### src/rtl/map_ram_arbiter.sv
// map_ram_arbiter: shares the single-port 256x1 map RAM between four requesters.
// Port 0 (map initialiser) has absolute priority. Ports 1-3 share the remaining
// cycles round-robin. Reads come back on a per-port one-hot valid strobe.
module map_ram_arbiter #(
  parameter int AW     = 8,  // {x[3:0], y[3:0]}
  parameter int RD_LAT = 1   // RAM read latency, 1 or 2
) (
  input  logic            clk,
  input  logic            resetn,
  input  logic [3:0]      req,
  input  logic [3:0]      we,
  input  logic [4*AW-1:0] addr,
  input  logic [3:0]      wdata,
  output logic [3:0]      gnt,
  output logic [3:0]      rvalid,
  output logic            rdata,
  output logic [AW-1:0]   ram_addr,
  output logic            ram_data,
  output logic            ram_wren,
  input  logic            ram_q
);

  logic [3:0]    gnt_q, gnt_d;
  logic [AW-1:0] ram_addr_q, ram_addr_d;
  logic          ram_data_q, ram_data_d;
  logic          ram_wren_q, ram_wren_d;
  logic [1:0]    rr_ptr_q, rr_ptr_d;   // next round-robin candidate, always 1..3

  // One-hot mask of reads in flight; the last stage lines up with ram_q.
  logic [3:0]    rd_pipe_q [RD_LAT];

  logic [3:0]    elig;
  logic          win_vld;
  logic [1:0]    win_idx;

  // The port granted this cycle is masked so one request never wins twice.
  assign elig = req & ~gnt_q;

  // Winner: port 0 first, otherwise scan ports 1-3 from rr_ptr with wrap 3->1.
  always_comb begin
    logic [1:0] cand;
    // NOTE: every variable gets a default before any branch, so no latch is inferred.
    win_vld = 1'b0;
    win_idx = 2'd0;
    cand    = rr_ptr_q;
    if (elig[0]) begin
      win_vld = 1'b1;
    end else begin
      for (int i = 0; i < 3; i++) begin
        if (!win_vld && elig[cand]) begin
          win_vld = 1'b1;
          win_idx = cand;
        end
        cand = (cand == 2'd3) ? 2'd1 : cand + 2'd1;
      end
    end
  end

  // Next-state for the grant and the RAM command; address/data hold when idle.
  always_comb begin
    gnt_d      = 4'b0000;
    ram_addr_d = ram_addr_q;
    ram_data_d = ram_data_q;
    ram_wren_d = 1'b0;
    rr_ptr_d   = rr_ptr_q;
    if (win_vld) begin
      gnt_d      = 4'b0001 << win_idx;
      ram_addr_d = addr[win_idx*AW +: AW];
      ram_data_d = wdata[win_idx];
      ram_wren_d = we[win_idx];
      if (win_idx != 2'd0) begin
        rr_ptr_d = (win_idx == 2'd3) ? 2'd1 : win_idx + 2'd1;
      end
    end
  end

  // Grant and RAM command registers.
  always_ff @(posedge clk or negedge resetn) begin
    if (!resetn) begin
      // NOTE: sequential state is assigned with <= so every flop samples pre-edge values.
      gnt_q      <= 4'b0000;
      ram_addr_q <= '0;
      ram_data_q <= 1'b0;
      ram_wren_q <= 1'b0;
      rr_ptr_q   <= 2'd1;
    end else begin
      gnt_q      <= gnt_d;
      ram_addr_q <= ram_addr_d;
      ram_data_q <= ram_data_d;
      ram_wren_q <= ram_wren_d;
      rr_ptr_q   <= rr_ptr_d;
    end
  end

  // Read-return pipeline: a granted read enters here and emerges with ram_q.
  always_ff @(posedge clk or negedge resetn) begin
    if (!resetn) begin
      // NOTE: this small array is reset on purpose, so reads in flight at reset are dropped.
      for (int i = 0; i < RD_LAT; i++) rd_pipe_q[i] <= 4'b0000;
    end else begin
      rd_pipe_q[0] <= ram_wren_q ? 4'b0000 : gnt_q;
      for (int i = 1; i < RD_LAT; i++) rd_pipe_q[i] <= rd_pipe_q[i-1];
    end
  end

  assign gnt      = gnt_q;
  assign ram_addr = ram_addr_q;
  assign ram_data = ram_data_q;
  assign ram_wren = ram_wren_q;
  assign rvalid   = rd_pipe_q[RD_LAT-1];
  assign rdata    = (|rvalid) & ram_q;

endmodule

### config.mk
export PLATFORM = sky130hd
export DESIGN_NAME = map_ram_arbiter
export DESIGN_NICKNAME = d
export VERILOG_FILES = /design/src/rtl/map_ram_arbiter.sv
export SDC_FILE = /design/constraint.sdc
export NUM_CORES = 1
export LEC_CHECK = 0
export ABC_AREA = 1
export BUFFER_PORTS_ARGS = -buffer_cell sky130_fd_sc_hd__buf_4
export CORE_UTILIZATION = 53
export CTS_CLUSTER_DIAMETER = 100
export DETAILED_ROUTE_END_ITERATION = 16
export HOLD_SLACK_MARGIN = 0.15
export PLACE_DENSITY = 0.86
export SYNTH_ARGS = -nofsm -noshare
export SYNTH_HDL_FRONTEND = slang
export SYNTH_SLANG_ARGS = --single-unit
### constraint.sdc
create_clock -name clk -period 4.15 [get_ports clk]
set_input_delay 0.2075 -clock clk [delete_from_list [all_inputs] [get_ports clk]]
set_output_delay 0.2075 -clock clk [all_outputs]
set_load 0.03 [all_outputs]
After elaboration in Yosys (flattened, before gate mapping)
Cells that the tools add are included.
Storage, ports and cells
  register bits: 20
Cells by class
  $add $sub $neg: 3
  magnitude comparators: 4
  equality and inequality tests: 3
  shift operators: 2
  mux-type cells: 26
  bitwise operators: 3
  reduce and logical (&&, ||, !) cells: 7
Operators by type and width (count)
  $shiftx A32 B6 Y8: 1
  $mux W2: 7
  $lt A2 B3 Y1 const B: 4
  $mux W1: 12
  $bmux W1 S2: 5
  $mux W4: 2
  $add A2 B1 Y2 const B: 3
  $eq A2 B2 Y1 const B: 3
  $and A4 B4 Y4: 1
  $not A4 Y4: 1
  $reduce_or A4 Y1: 1
  $shl A1 B2 Y4 const A: 1
  $logic_and A1 B1 Y1: 2
  $logic_not A1 Y1: 2
  $reduce_and A2 Y1: 1
  $reduce_bool A2 Y1: 1
  $and A1 B1 Y1: 1

Longest topological paths before layout
Gate-level depths: netlist of the first run.
  word-level depth: 17
  depth in mapped cells: 18
  depth with buffers taken out: 17

Worst setup path before layout of the first run
Ideal clock, no wire load.
  kind: register to register
  start point: reg rr_ptr_q[0]
  end point: reg rr_ptr_q[1]
  setup time: 0.123 ns
  data arrival time: 2.225 ns
  slack: 1.802 ns
  stages on the path, launching flop included: 17
  clock period less this slack: 2.348 ns
  cell sequence: dfstp_2 inv_2 ha_1 inv_2 nand3_2 nand3_2 nand2_2 inv_2 nand3_2 nand3_2 nand3_2 buf_2 ha_1 inv_1 nand2_1 nor2_1 a21oi_1
On the way
  word-level cells in the longest chain between the ends: 14
RTL lines
  from (decl): RTL line 27  | logic [1:0] rr_ptr_q, rr_ptr_d;
  from (signal assigned): RTL line 91  | rr_ptr_q <= rr_ptr_d;
  parallel branches: the longest is 14 deep, another holds $add A2 B1 Y2
Several ways; the timed one is not identified. The select of a mux whose other input is x is not followed.
A chain may end at the register's enable or synchronous reset.

Worst setup path in the final report of the first run
Ends and elaborated chain as after synthesis.

==> impl_metrics.py, run 1 <==
metrics = {
    "pwr": {
        "p_int_w": 0.00101,
        "ir_worst_vdd_mv": 0.587,
        "power.switching_w": 0.00131,
        "swShare_pct": 56.5,
        "sequentialPowerShare_pct": 15.9,
        "pwr-share-clk_pct": 7.0,
        "leakagePower_nw": 1.38,
        "power.combinational.fraction_pct": 77.1,
        "pwr_per_cell_area_nw_per_um2": 1020,
    },
    "die": {
        "design.die.area_um2": 3560,
        "fp.dieW_um": 59.7,
        "fp-row-count": 20,
        "floorplan.initialDensity_pct": 56.9,
        "die_height_um": 59.7,
        "core_region_area_um2": 3100,
        "io_pins": 66,
    },
    "routing": {
        "routed-wl-met2_mm": 1.98,
        "met3RoutedLength_um": 254,
        "detail_route.wirelength.met1_mm": 1.74,
        "detail_route.drc_violations": 0,
        "ant_nets": 0,
        "detailedRoute.firstIterationViolations": 65,
        "via_total_after_detailed_routing": 1729,
        "post_detailed_route_wirelength_per_cell_um": 11.3,
        "highest_layer": "met4",
        "routed_via_density": 4.83,
        "drt-total-wl_mm": 4.03,
        "dr.pass1.iters": 4,
    },
    "clock_tree": {
        "post_cts.repair.setup_buffers": 0,
        "clk_tree_root_cell": "clkbuf_4",
        "clk_latency_ns": 0.31,
        "cts.path.max_buffers": 2,
        "cts_num_sinks": 20,
        "clkTransAtPathRegs_ns": 0.12,
        "tritoncts": "yes",
        "cts_made_buffers": 3,
        "cts_hold_repair.buffers": 1,
        "cts_repair_resize_count": 0,
        "cts.htree.levels": 1,
    },
    "global_route": {
        "grt_antenna_before_repair": 0,
        "grt_pass1_wl_mm": 6.62,
        "grt_pass1_vias": 1571,
        "grt_start_max_net_pins": 24,
        "overflow": 0,
        "grt_util_all_layers_pct": 24.8,
    },
    "timing": {
        "rsz0062_at_grt": "no",
        "clock_skew_ns": 0.00183,
        "worst_slew_margin_rel_pct": 66.7,
        "setup_total_negative_slack_ns": 0,
        "setup_viol": 0,
        "timing.final.crit_share_pct": 80.0,
        "drv_slew": 0,
        "post_route_minimum_period_ns": 3.32,
        "max_freq_ghz": 0.301,
        "tightestPinTransition_ns": 0.498,
        "final_hold_violation_count": 0,
    },
    "synth": {
        "cell_area_after_technology_mapping_um2": 1760,
        "synth_area_per_cell_um2": 6.97,
        "synth-edff-count": 0,
        "synth_ff_type": "dfrtp_1",
        "synthArstFlopShare_pct": 100,
        "post-synth-top-area-fraction_pct": 27.0,
        "synth_area_leaders": "dfrtp_1 27%, nand2_1 15%, nand3_2 15%, inv_1 11%, nand3_1 9.6%",
        "syn_inst": 253,
        "net_count_of_the_mapped_netlist": 306,
        "synth_commonest_cells": "72 x nand2_1, 51 x inv_1, 34 x nand3_1, 27 x nand3_2, 19 x dfrtp_1",
        "unique_cell_type_count_in_the_yosys_netlist": 24,
        "synth_largest_area_cell": "dfrtp_1",
        "seq_area_frac_synth_pct": 28.4,
        "synthesis.yosys.warnings": 0,
        "postSynthRegisterBits": 20,
        "synth.most_common_cell": "nand2_1",
    },
    "place": {
        "placement.cell_area_um2": 2220,
        "hpwl_mm": 3.09,
        "gp_routability_congestion": 0.832,
        "portBuffers": 65,
    },
    "setup_path": {
        "crit-reg2reg-capture": "rr_ptr_q[1]",
        "worst_r2r_startpoint": "rr_ptr_q[0]",
        "reg2reg_slack_ns": 0.83,
        "cp_data_arrival_time_ns": 3.53,
        "r2r_cells": 14,
        "crit_path_end_kind": "flop",
        "critPathLaunchType": "flop",
        "worstPathRequired_ns": 4.35,
        "worst-path-max-fanout": 23,
        "critPathKind": "reg2reg",
    },
    "hold_path": {
        "hold_path_class": "in2reg",
        "hold_path_end": "ram_wren",
        "timing.hold.worst.start": "we[3]",
        "worst_hold_path.num_cells": 5,
    },
    "flow_run": {
        "cap_violations": 0,
    },
    "cells_and_area": {
        "layout-drive-gt1-share_pct": 36.6,
        "nFillCells": 279,
        "synthToLayoutAreaGrowth_pct": 29.3,
        "diodes": 0,
        "layout.nets": 368,
        "area_of_all_placed_cells_without_fillers_um2": 2280,
    },
    "run_status": {
        "run_status": "complete, no violations",
    },
}
sequential cells by signal, indices dropped and copies added, names as in the netlist:
signal    cells
gnt           4
ram_addr      8
ram_data      1
ram_wren      1
rr_ptr_q      2
rvalid        4
routing by layer:
layer  vias up  global-route usage (%)
met4         0                    8.97
met1       761                    31.1
met2        66                    42.2
met3         7                    4.55
li1        895                       -
met5         -                       0
cell type report:
class	instances	area [um^2]	area share (%)
Clock buffer	3	22.5	0.987
Inverter	58	218	9.54
Sequential cell	20	502	22.0
Timing Repair Buffer	66	498	21.8
Clock inverter	1	30.0	1.32
Tap cell	44	55.1	2.41
Multi-Input combinational cell	166	956	41.9
per-stage QoR:
| step | cells | setup slack [ns] | total power (W) | hold slack, ns | util (%) |
|---|---|---|---|---|---|
| after floorplan | 253 | 1.80 | 0.00194 | -0.0881 | - |
| after global placement | 353 | 1.01 | 0.00212 | 0.0982 | 71.5 |
| after detailed placement | 353 | 0.901 | 0.00216 | 0.0990 | 71.5 |
| after CTS | 358 | 0.851 | 0.00234 | 0.241 | 73.5 |
| after global routing | 358 | 0.670 | 0.00256 | 0.269 | 73.5 |
| final | 358 | 0.829 | 0.00232 | 0.246 | 73.5 |
logic make-up (layout without fill, tap and decap cells):
logic type                 count (synthesis)  count (layout)  share of synthesized area (%)
buffers and inverters                     67             128                           17.4
and+or+nand+nor                          155             155                           47.9
AOI/OAI and AO/OA                          5               5                           1.99
DFF                                       20              20                           28.4
adders and majority gates                  6               6                           4.26
placed cells by master (no fill, tap or decap):
cell           netlist  final
nand2_1             72     72
buf_4                0     65
inv_1               51     51
nand3_1             34     34
nand3_2             27     27
dfrtp_1             19     19
nor2_1              10     10
inv_2                7      7
ha_1                 6      6
nand2_2              4      4
nand2_4              3      3
clkbuf_4             0      3
nor2_2               2      2
nand4_2              1      1
o21ai_1              1      1
nand4_1              1      1
o41a_1               1      1
nand3b_1             1      1
a21oi_2              1      1
a21oi_1              1      1
o21ai_0              1      1
bufinv_16            0      1
dlygate4sd3_1        0      1
dfstp_2              1      1
critical path: stages, from the launching register on:
cell and delay, ns:
dfstp_2 0.62, inv_2 0.06, ha_1 0.43, nand3_1 0.16, nand3_1 0.14, nand2_2 0.09, inv_2 0.08, nand3_2 0.08
nand3_2 0.36, nand3_2 0.48, ha_1 0.38, inv_1 0.07, nand2_1 0.09, nor2_1 0.13, a21oi_1 0.05
how the worst max path moves through the flow:
stage | startpoint | endpoint | slack (ns)
after floorplan | rr_ptr_q[0] | rr_ptr_q[1] | 1.80
after global placement | rr_ptr_q[0] | rr_ptr_q[1] | 1.01
after detailed placement | rr_ptr_q[0] | rr_ptr_q[1] | 0.90
after CTS | rr_ptr_q[0] | rr_ptr_q[1] | 0.85
after global routing | rr_ptr_q[0] | rr_ptr_q[1] | 0.67
final | rr_ptr_q[0] | rr_ptr_q[1] | 0.83
power groups by stage:
stage | registers [W] | clock network (W) | logic (W)
finish | 0.000369 | 0.000162 | 0.00179
global route | 0.000381 | 0.000177 | 0.00200
CTS | 0.000368 | 0.000165 | 0.00180
detailed placement | 0.000371 | 0 | 0.00179
global placement | 0.000371 | 0 | 0.00175
floorplan | 0.000513 | 0 | 0.00143
Note: power is estimated with default switching activity, not from simulation.
==> run 2: changes to the inputs <==
--- a/config.mk
+++ b/config.mk
@@ -5,13 +5,13 @@
 export SDC_FILE = /design/constraint.sdc
 export NUM_CORES = 1
 export LEC_CHECK = 0
-export ABC_AREA = 1
+export ABC_AREA = 0
 export BUFFER_PORTS_ARGS = -buffer_cell sky130_fd_sc_hd__buf_4
-export CORE_UTILIZATION = 53
+export CORE_UTILIZATION = 47
 export CTS_CLUSTER_DIAMETER = 100
 export DETAILED_ROUTE_END_ITERATION = 16
 export HOLD_SLACK_MARGIN = 0.15
-export PLACE_DENSITY = 0.86
+export PLACE_DENSITY = 0.81
 export SYNTH_ARGS = -nofsm -noshare
 export SYNTH_HDL_FRONTEND = slang
 export SYNTH_SLANG_ARGS = --single-unit
==> constraint.sdc (replaced) <==
create_clock -name clk -period 3.3 [get_ports clk]
set_input_delay 0.165 -clock clk [delete_from_list [all_inputs] [get_ports clk]]
set_output_delay 0.165 -clock clk [all_outputs]
set_load 0.03 [all_outputs]
==> run 2 against run 1 <==
The run now ends with design-rule violations left. Clock power increased by 25%. Clock skew about the same. Synthesized area decreased by 17%. First-iteration DRC count decreased by 20%. Count of clock-buffer cells in the layout unchanged.
==> impl_metrics.py, run 2 <==
metrics = {
    "setup_path": {
        "crit_path_end_kind": "flop",
        "cpMaxStageDelayCell": "dfstp_2",
        "critPathKind": "reg2reg",
        "worstPathRequired_ns": 3.50,
        "cp_data_arrival_time_ns": 3.17,
        "crit_path_max_incr_delay_ns": 0.59,
        "crit_path_cell_trace": "inv_2 > ha_1 > inv_2 > a31oi_1 > nand4_1 > a21oi_2 > buf_4 > ha_1 > mux2_2",
        "critPathLaunchType": "flop",
        "r2r_cells": 9,
        "worst-path-max-fanout": 21,
    },
    "cells_and_area": {
        "area.sequential_um2": 502,
        "layout.nets": 262,
        "layout-drive-gt1-share_pct": 46.2,
        "largest_register_ffs": 8,
        "synthToLayoutAreaGrowth_pct": 40.1,
        "multiInputGateArea_um2": 901,
        "layout.cells.most_common": "buf_4",
        "diodes": 0,
        "nFillCells": 206,
        "most-common-layout-cells": "69 x buf_4, 28 x nor2_1, 19 x dfrtp_1, 12 x mux2i_1",
    },
    "timing": {
        "timing.final.crit_share_pct": 89.9,
        "setup_total_negative_slack_ns": 0,
        "rsz0062_at_grt": "no",
        "post_route_minimum_period_ns": 2.97,
        "whs_ns": 0.216,
        "worst_slew_margin_rel_pct": 70.9,
        "final_hold_violation_count": 0,
        "setup_viol": 0,
        "max_freq_ghz": 0.337,
        "clock_skew_ns": 0.00205,
        "tightestPinTransition_ns": 0.434,
        "drv_slew": 0,
    },
    "place": {
        "gp_routability_congestion": 0.955,
        "hpwl_mm": 2.60,
        "portBuffers": 65,
    },
    "synth": {
        "synth_area_leaders": "dfrtp_1 33%, mux2i_1 8.2%, a211oi_2 7.7%, nor2_1 7.2%, mux2_1 6.2%",
        "post-synth-top-area-fraction_pct": 32.6,
        "postSynthRegisterBits": 20,
        "synth_area_per_cell_um2": 10.4,
        "synth_commonest_cells": "28 x nor2_1, 19 x dfrtp_1, 12 x mux2i_1, 9 x a211oi_2, 9 x nor2b_1",
        "net_count_of_the_mapped_netlist": 193,
        "unique_cell_type_count_in_the_yosys_netlist": 35,
        "syn_inst": 140,
        "seq_area_frac_synth_pct": 34.4,
        "synth_largest_area_cell": "dfrtp_1",
        "synth_ff_type": "dfrtp_1",
        "synthArstFlopShare_pct": 100,
        "synth.most_common_cell": "nor2_1",
        "synth-edff-count": 0,
        "cell_area_after_technology_mapping_um2": 1460,
        "synthesis.yosys.warnings": 0,
    },
    "global_route": {
        "grt_util_all_layers_pct": 22.4,
        "grt_antenna_before_repair": 0,
        "grt_pass1_wl_mm": 5.75,
        "grt_pass1_vias": 1310,
        "overflow": 0,
        "grt_start_max_net_pins": 22,
    },
    "clock_tree": {
        "cts.htree.levels": 1,
        "cts_made_buffers": 3,
        "clk_tree_root_cell": "clkbuf_4",
        "cts.path.max_buffers": 2,
        "clkTransAtPathRegs_ns": 0.12,
        "tritoncts": "yes",
        "cts_repair_resize_count": 0,
        "cts_num_sinks": 20,
        "clk_latency_ns": 0.30,
    },
    "die": {
        "fp-row-count": 19,
        "core_region_area_um2": 2850,
        "floorplan.initialDensity_pct": 51.1,
        "die_height_um": 57.7,
        "fp.dieW_um": 57.7,
        "design.die.area_um2": 3330,
        "io_pins": 66,
    },
    "routing": {
        "via_total_after_detailed_routing": 1323,
        "drt-total-wl_mm": 3.43,
        "ant_nets": 0,
        "detailedRoute.firstIterationViolations": 52,
        "dr.pass1.iters": 12,
        "routed_via_density": 5.54,
        "detail_route.drc_violations": 3,
        "post_detailed_route_wirelength_per_cell_um": 14.3,
    },
    "pwr": {
        "leakagePower_nw": 0.980,
        "pwr_per_cell_area_nw_per_um2": 1110,
        "ir_worst_vdd_mv": 0.637,
    },
    "flow_run": {
        "cap_violations": 0,
    },
    "run_status": {
        "violations": "design-rule violations",
        "run_status": "complete, but fails checks",
    },
    "hold_path": {
        "hold_path_class": "in2reg",
        "worst_hold_path.num_cells": 3,
    },
}
-- run 2: changes by cell type after synthesis, moves of 5 or more --
cell / previous run / this run
a211oi_2: 0 / 9
and2_1: 0 / 6
inv_1: 51 / 4
inv_2: 7 / 2
mux2_1: 0 / 8
mux2i_1: 0 / 12
nand2_1: 72 / 1
nand3_1: 34 / 2
nand3_2: 27 / 0
nor2_1: 10 / 28
nor2b_1: 0 / 9
-- run 2: repair_timing --
| item | in CTS | in global routing |
|---|---|---|
| hold endpoints to repair | 20 | 0 |
| hold buffers | 1 | 0 |
| buffers inserted | 0 | 0 |
-- run 2: metal layers --
| layer | vias up | wire length (um) | track usage (%) |
|---|---|---|---|
| met3 | 4 | 204 | 3.13 |
| met2 | 57 | 1770 | 40.4 |
| met5 | - | 0 | 0 |
| met1 | 617 | 1430 | 27.8 |
| li1 | 645 | - | - |
| met4 | 0 | 17 | 7.14 |
-- run 2: cell families (layout without fill, tap and decap cells) --
| kind of cell | after synthesis | in the layout | synth area share (%) |
|---|---|---|---|
| muxes | 25 | 25 | 20.6 |
| and+or+nand+nor | 55 | 55 | 20.6 |
| AOI/OAI and AO/OA | 22 | 22 | 15.0 |
| adders and majority gates | 6 | 6 | 5.15 |
| DFF | 20 | 20 | 34.4 |
| buffers and inverters | 12 | 80 | 4.29 |
-- run 2: final cells by class --
cell class	count	share of cell area, %
Inverter	6	1.10
Clock inverter	1	1.47
Tap cell	31	1.90
Timing Repair Buffer	70	25.8
Clock buffer	3	1.10
Sequential cell	20	24.5
Multi-Input combinational cell	108	44.1
-- run 2: where the power goes --
| part | internal [W] | total (W) | leakage, nW | switching, W |
|---|---|---|---|---|
| Sequential | 0.000367 | 0.000454 | 0.241 | 0.0000870 |
| Combinational | 0.000718 | 0.00161 | 0.712 | 0.000889 |
| Clock | 0.000123 | 0.000202 | 0.0279 | 0.0000792 |
| Total | 0.00121 | 0.00226 | 0.980 | 0.00106 |
-- run 2: path summary, 6_finish.rpt --
path,slack (ns),startpoint,to
max,0.33,rr_ptr_q[0],rr_ptr_q[1]
min,0.22,addr[23],ram_addr[7]
max reg2reg,0.33,rr_ptr_q[0],rr_ptr_q[1]
min reg2reg,0.56,rr_ptr_q[0],rr_ptr_q[0]
max in group asynchronous,2.77,resetn,rr_ptr_q[0]
min in group asynchronous,0.27,resetn,rvalid[1]
-- run 2: critical path: cells and delay by family, from the launching register on --
kind,cells,cell delay [ns]
adder cells (fa/ha/maj),2,0.77
AO/OA/AOI/OAI,2,0.60
flip-flops,1,0.59
buffers and inverters,3,0.46
multiplexers,1,0.26
AND/OR/NAND/NOR,1,0.17
-- run 2: through the flow --
stage                     worst slack, ns  cells  cell area (um^2)  util [%]  power (W)
after floorplan                     0.150    140              1460         -    0.00166
after detailed placement            0.392    234              1980      69.5    0.00205
after CTS                           0.367    239              2040      71.7    0.00227
after global routing                0.170    239              2040      71.7    0.00242
final                               0.335    239              2040      71.7    0.00226
after global placement              0.487    234              1980      69.5    0.00201
